==> src/rtl/rgb_fade_sequencer_pkg.sv <==
// Shared types for the RGB fade sequencer: FSM state encoding, colour struct and palette.
package rgb_fade_sequencer_pkg;

  typedef enum logic [1:0] {
    ST_LOAD  = 2'd0,
    ST_FADE  = 2'd1,
    ST_HOLD  = 2'd2,
    ST_PAUSE = 2'd3
  } state_t;

  typedef struct packed {
    logic [7:0] r;
    logic [7:0] g;
    logic [7:0] b;
  } rgb_t;

  function automatic rgb_t palette(input logic [2:0] idx);
    rgb_t c;
    c = 24'h000000;
    case (idx)
      3'd0: c = 24'hFF0000;
      3'd1: c = 24'hFF4000;
      3'd2: c = 24'hFFC000;
      3'd3: c = 24'h00FF00;
      3'd4: c = 24'h00FFFF;
      3'd5: c = 24'h0000FF;
      3'd6: c = 24'h8000FF;
      3'd7: c = 24'hFFFFFF;
      default: c = 24'h000000;
    endcase
    return c;
  endfunction

endpackage

==> src/rtl/rgb_fade_sequencer_debounce.sv <==
// Front-panel key conditioner: two-flop synchroniser, stability counter, one-cycle press pulse.
module key_debounce #(
  parameter int DEB_CYCLES = 120000
) (
  input  logic clk,
  input  logic reset,
  input  logic key,
  output logic press
);

  localparam int CW = (DEB_CYCLES > 1) ? $clog2(DEB_CYCLES) : 1;

  logic          sync1;
  logic          sync2;
  logic          level;
  logic [CW-1:0] cnt;
  logic          accept;

  // A new level is accepted once it has differed from the stored one for DEB_CYCLES samples.
  assign accept = (sync2 != level) && (cnt == CW'(DEB_CYCLES - 1));

  always_ff @(posedge clk) begin
    if (reset) begin
      sync1 <= 1'b1;
      sync2 <= 1'b1;
      level <= 1'b1;
      cnt   <= '0;
      press <= 1'b0;
    end else begin
      sync1 <= key;
      sync2 <= sync1;
      press <= accept && !sync2;
      if (sync2 == level) begin
        cnt <= '0;
      end else if (accept) begin
        level <= sync2;
        cnt   <= '0;
      end else begin
        cnt <= cnt + 1'b1;
      end
    end
  end

endmodule

==> src/rtl/rgb_fade_sequencer.sv <==
// Palette cross-fade sequencer feeding the LED strip PWM duty bytes, with next/pause keys.
module rgb_fade_sequencer
  import rgb_fade_sequencer_pkg::*;
#(
  parameter int TICK_DIV   = 46875,
  parameter int STEPS      = 64,
  parameter int HOLD_TICKS = 256,
  parameter int DEB_CYCLES = 120000
) (
  input  logic       clk12MHz,
  input  logic       reset,
  input  logic       key_next,
  input  logic       key_pause,
  output logic [7:0] RedPWM,
  output logic [7:0] GreenPWM,
  output logic [7:0] BluePWM,
  output logic [2:0] colour_idx,
  output logic       fading,
  output logic       paused
);

  localparam int LOG2_STEPS = $clog2(STEPS);
  localparam int SW         = LOG2_STEPS + 1;
  localparam int MW         = 9 + LOG2_STEPS;
  localparam int TW         = (TICK_DIV > 1) ? $clog2(TICK_DIV) : 1;
  localparam int HW         = (HOLD_TICKS > 1) ? $clog2(HOLD_TICKS) : 1;
  localparam logic [SW-1:0] STEPS_V = SW'(STEPS);

  logic [TW-1:0] tick_cnt;
  logic          tick;
  logic          next_p, pause_p;
  logic          next_ev, pause_ev;

  state_t        state, state_nx, saved, saved_nx;
  logic [SW-1:0] step, step_nx;
  logic [HW-1:0] hold, hold_nx;
  logic [2:0]    idx, idx_nx;
  rgb_t          start, start_nx, target, target_nx, duty, duty_nx, mix_rgb, snap;
  logic          pend_next, pend_next_nx, pend_pause, pend_pause_nx;

  key_debounce #(.DEB_CYCLES(DEB_CYCLES)) u_deb_next (
    .clk(clk12MHz), .reset(reset), .key(key_next), .press(next_p)
  );

  key_debounce #(.DEB_CYCLES(DEB_CYCLES)) u_deb_pause (
    .clk(clk12MHz), .reset(reset), .key(key_pause), .press(pause_p)
  );

  assign tick = (tick_cnt == TW'(TICK_DIV - 1));

  function automatic logic [7:0] mix8(input logic [7:0] a, input logic [7:0] b,
                                      input logic [SW-1:0] s);
    logic [MW-1:0] acc;
    acc = MW'(a) * MW'(STEPS_V - s) + MW'(b) * MW'(s);
    return 8'(acc >> LOG2_STEPS);
  endfunction

  always_comb begin
    mix_rgb.r = mix8(start.r, target.r, step);
    mix_rgb.g = mix8(start.g, target.g, step);
    mix_rgb.b = mix8(start.b, target.b, step);
  end

  assign snap     = palette(idx + 3'd1);
  // Key pulses that land in LOAD are replayed on the following FADE cycle.
  assign next_ev  = next_p | pend_next;
  assign pause_ev = pause_p | pend_pause;

  always_comb begin
    state_nx      = state;
    saved_nx      = saved;
    step_nx       = step;
    hold_nx       = hold;
    idx_nx        = idx;
    start_nx      = start;
    target_nx     = target;
    duty_nx       = duty;
    pend_next_nx  = 1'b0;
    pend_pause_nx = 1'b0;
    case (state)
      ST_LOAD: begin
        target_nx     = palette(idx);
        step_nx       = '0;
        state_nx      = ST_FADE;
        pend_next_nx  = next_p;
        pend_pause_nx = pause_p;
      end
      ST_FADE: begin
        if (pause_ev) begin
          saved_nx = ST_FADE;
          state_nx = ST_PAUSE;
        end else if (next_ev) begin
          start_nx = duty;
          idx_nx   = idx + 3'd1;
          state_nx = ST_LOAD;
        end else begin
          duty_nx = mix_rgb;
          if (tick) begin
            step_nx = step + 1'b1;
            if (step == STEPS_V - 1'b1) begin
              hold_nx  = '0;
              state_nx = ST_HOLD;
            end
          end
        end
      end
      ST_HOLD: begin
        if (pause_ev) begin
          saved_nx = ST_HOLD;
          state_nx = ST_PAUSE;
        end else if (next_ev) begin
          start_nx = duty;
          idx_nx   = idx + 3'd1;
          state_nx = ST_LOAD;
        end else begin
          duty_nx = mix_rgb;
          if (tick) begin
            if (hold == HW'(HOLD_TICKS - 1)) begin
              start_nx = target;
              idx_nx   = idx + 3'd1;
              state_nx = ST_LOAD;
            end else begin
              hold_nx = hold + 1'b1;
            end
          end
        end
      end
      ST_PAUSE: begin
        if (pause_p) begin
          state_nx = saved;
        end else if (next_p) begin
          // Snap straight to the next colour and resume later as if it had just been reached.
          idx_nx    = idx + 3'd1;
          start_nx  = snap;
          target_nx = snap;
          duty_nx   = snap;
          step_nx   = STEPS_V;
          hold_nx   = '0;
          saved_nx  = ST_HOLD;
        end
      end
      default: state_nx = ST_LOAD;
    endcase
  end

  always_ff @(posedge clk12MHz) begin
    if (reset) begin
      tick_cnt   <= '0;
      state      <= ST_LOAD;
      saved      <= ST_FADE;
      step       <= '0;
      hold       <= '0;
      idx        <= '0;
      start      <= '0;
      target     <= '0;
      duty       <= '0;
      pend_next  <= 1'b0;
      pend_pause <= 1'b0;
    end else begin
      tick_cnt   <= tick ? '0 : tick_cnt + 1'b1;
      state      <= state_nx;
      saved      <= saved_nx;
      step       <= step_nx;
      hold       <= hold_nx;
      idx        <= idx_nx;
      start      <= start_nx;
      target     <= target_nx;
      duty       <= duty_nx;
      pend_next  <= pend_next_nx;
      pend_pause <= pend_pause_nx;
    end
  end

  assign RedPWM     = duty.r;
  assign GreenPWM   = duty.g;
  assign BluePWM    = duty.b;
  assign colour_idx = idx;
  assign fading     = (state == ST_FADE);
  assign paused     = (state == ST_PAUSE);

endmodule
==> config.mk <==
export PLATFORM = sky130hd
export DESIGN_NAME = rgb_fade_sequencer
export DESIGN_NICKNAME = d
export VERILOG_FILES = /design/src/rtl/rgb_fade_sequencer_pkg.sv /design/src/rtl/rgb_fade_sequencer_debounce.sv /design/src/rtl/rgb_fade_sequencer.sv
export SDC_FILE = /design/constraint.sdc
export NUM_CORES = 1
export LEC_CHECK = 0
export BUFFER_PORTS_ARGS = -buffer_cell sky130_fd_sc_hd__buf_2
export CAP_MARGIN = 40
export CORE_ASPECT_RATIO = 2
export CORE_UTILIZATION = 55
export CTS_CLUSTER_DIAMETER = 50
export DETAILED_ROUTE_END_ITERATION = 8
export PLACE_DENSITY_LB_ADDON = 0.05
export SYNTH_ARGS = -nofsm -noshare
export SYNTH_HDL_FRONTEND = slang
export SYNTH_SLANG_ARGS = --single-unit
==> constraint.sdc <==
create_clock -name clk12MHz -period 7.03 [get_ports clk12MHz]
set_clock_uncertainty 0.1 [all_clocks]
set_input_delay 0.3515 -clock clk12MHz [delete_from_list [all_inputs] [get_ports clk12MHz]]
set_output_delay 0.3515 -clock clk12MHz [all_outputs]
set_load 0.02 [all_outputs]
==> results.toml <==
[yosys]
syn_nets = 2195
async_reset_ff_share_pct = 0
synth_area_leaders = "fa_1 (30%), dfxtp_1 (18%), ha_1 (12%)"
synth_common_cells = "inv_1 (339), fa_1 (243), nor2_1 (163), ha_1 (153), dfxtp_1 (142)"
synth.most_common_cell = "inv_1"
synth-edff-count = 0
yosysTopAreaCell = "fa_1"
syn_avg_cell_area_um2 = 9.05
syn_area_um2 = 16200
synthCells = 1795
ys_ff_latch = 142
synth.top_cell.area_share_pct = 30.0
yosysWarnings = 0
synth-seq-area-share_pct = 17.5
synth_ff_type = "dfxtp_1"
ys_types = 62

[setup_path]
r2r-start = "step[1]"
reg2reg_slack_ns = 0.32
cp-start-kind = "register"
end_kind = "register"
reg2reg_to = "BluePWM[7]"
r2r_cells = 24
critPathKind = "reg2reg"
required_ns = 7.21
cp.arrival_ns = 6.89
path_max_fanout = 6

[run_status]
status = "finished clean"

[sta]
slew_headroom_pct = 42.0
fin_crit_sh_pct = 95.4
tns_ns = 0
drv_slew = 0
setup_viol = 0
rsz0062_at_grt = "no"
final_hold_viol_count = 0
tightest_slew_ns = 0.865
max_freq_mhz = 149
min_period_ns = 6.71

[global_route]
grt_overflow = 0
grt_pass1_wl_mm = 65.7
grt_pass1_vias = 13100
grt_max_degree = 68
antenna_found_initial = 0
grtUsageTotal_pct = 28.8

[detailed_routing]
wl_per_cell_um = 18.3
routed_via_density = 5.41
drtIter0Drc = 406
detail-route-antenna-nets = 0
wl_mm = 40.3
drc_errors = 0
dr.pass1.iters = 5
vias = 11900

[cts]
clock_sinks = 142
cts_buffers = 17
clk_path_buf_depth = 2
clock_latency_ns = 0.44
tritoncts = "built"
clk_root_buffer_cell = "clkbuf_16"
clk_pin_slew_worst_paths_ns = 0.06
h-tree-depth = 4

[floorplan]
dieArea_um2 = 30300
die_width_um = 123
dieHeight_um = 245
core_area_um2 = 29000
ios = 33
start_util_pct = 56.1
rows = 88

[worst_hold_path]
min_to = "u_deb_pause.sync2"
holdCritStartpoint = "u_deb_pause.sync1"
min_path_cells = 1
hp-class = "reg2reg"

[finish]
layout-drive-gt1-share_pct = 7.01
fillers = 2635
instances_no_fill = 2199
fin_nets = 2226
antennaDiodeCount = 0
area.growth.synth_to_final_pct = 9.13

[placed_design]
dp.final_hpwl_mm = 32.6
placed_cells = 2159
place_congestion = 0.868
portBuffers = 32

[power]
worst_ir_drop_vdd_v = 0.000335
p_leak_nw = 8.78
power_density_nw_per_um2 = 297

[run]
maxCapViolations = 0
## through the flow
step	setup WS, ns	area (µm²)	hold WS (ns)	utilization, %	power, mW
floorplan	0.0339	16200	0.289	-	3.31
detailed placement	0.118	16900	0.294	58.5	4.27
CTS	0.0873	17500	0.309	60.6	5.21
global route	0.00853	17700	0.335	61.2	5.76
global placement	0.229	16900	0.291	58.4	4.18
finish	0.320	17700	0.308	61.2	5.26
## what timing repair did
action | CTS | global route
endpoints found under the setup margin | 0 | 13
hold buffers | 2 | 0
endpoints found under the hold margin | 2 | 0
buffers inserted | 0 | 5
gates resized for setup | 0 | 20
## report_power, final
part           switching (mW)  leakage, nW  internal [mW]  total [mW]
registers               0.324         1.16          0.962        1.29
logic                    1.81         7.33           1.26        3.06
clock network           0.369        0.287          0.543       0.912
total                    2.50         8.78           2.76        5.26
## worst max-delay path by stage
stage	start	end	slack (ns)	cells after the start
after CTS	step[0]	GreenPWM[7]	0.09	26
final	step[1]	BluePWM[7]	0.32	24
after global routing	step[0]	GreenPWM[7]	0.009	26
after detailed placement	step[0]	GreenPWM[7]	0.12	26
after floorplan	step[0]	BluePWM[7]	0.03	27
after global placement	step[0]	GreenPWM[7]	0.23	26
## worst max-delay path: stages, from the launching register on
cell and delay, ns:
dfxtp_1 0.33, inv_1 0.10, ha_4 0.15, or3b_4 0.43, xor2_4 0.19, clkbuf_16 0.17
and2_1 0.17, fa_1 0.50, inv_1 0.05, fa_1 0.53, inv_1 0.05, fa_1 0.47
fa_1 0.53, fa_1 0.55, inv_1 0.06, fa_1 0.53, inv_1 0.06, ha_4 0.24
a21o_1 0.15, a31o_2 0.24, a41o_1 0.24, o41ai_2 0.33, xnor2_1 0.13, o211ai_1 0.17
a21oi_1 0.09
## logic make-up (layout without fill, tap and decap cells)
| kind of cell | count (synthesis) | in the layout | synth area share (%) |
|---|---|---|---|
| compound gates | 172 | 172 | 6.94 |
| xor+xnor | 126 | 126 | 7.05 |
| fa+ha+maj | 396 | 396 | 41.8 |
| buf+inv | 400 | 444 | 9.27 |
| flops | 142 | 142 | 17.5 |
| mux | 9 | 9 | 0.555 |
| simple gates | 550 | 550 | 16.9 |
## area by class of cell
| class | count | area [µm²] | area share [%] |
|---|---|---|---|
| well taps | 360 | 450 | 2.54 |
| flip-flops and latches | 142 | 2840 | 16.1 |
| clock inverters | 12 | 134 | 0.756 |
| repair buffers | 73 | 534 | 3.02 |
| inverters | 339 | 1270 | 7.18 |
| multi-input cells | 1253 | 12000 | 67.9 |
| clock buffers | 20 | 457 | 2.58 |
## sequential cells by signal, summed over array words and instances, names as in the netlist, 2 cells and up, named ones only
name / flops
u_deb_pause.cnt: 17
colour_idx: 3
tick_cnt: 16
RedPWM: 8
step: 7
hold: 8
start: 24
GreenPWM: 8
BluePWM: 8
saved: 2
target: 6
state: 2
u_deb_next.cnt: 17
## per-layer routing
metal  wire length [µm]  track usage (%)  part of all wire [%]
met3               1230             4.21                   3.1
met5                  0                0                     0
met4               1950             14.8                   4.8
met2              22700             54.7                    56
met1              14400             29.3                    36
## cells in the final DEF (no fill, tap or decap), drive strengths merged, types with 9 or more instances in the layout
cell | synthesis | layout
inv | 339 | 342
nor2 | 163 | 163
a211oi | 31 | 31
dfxtp | 142 | 142
and3 | 24 | 24
nand3 | 31 | 31
xor2 | 46 | 46
mux2i | 9 | 9
nand2 | 113 | 113
nor3 | 12 | 12
xnor2 | 77 | 77
buf | 3 | 70
nor2b | 27 | 27
nand4 | 11 | 11
ha | 153 | 153
fa | 243 | 243
o21ai | 38 | 38
and2 | 138 | 138
clkbuf | 58 | 21
a21oi | 45 | 45
Note: power is estimated with default switching activity, not from simulation.
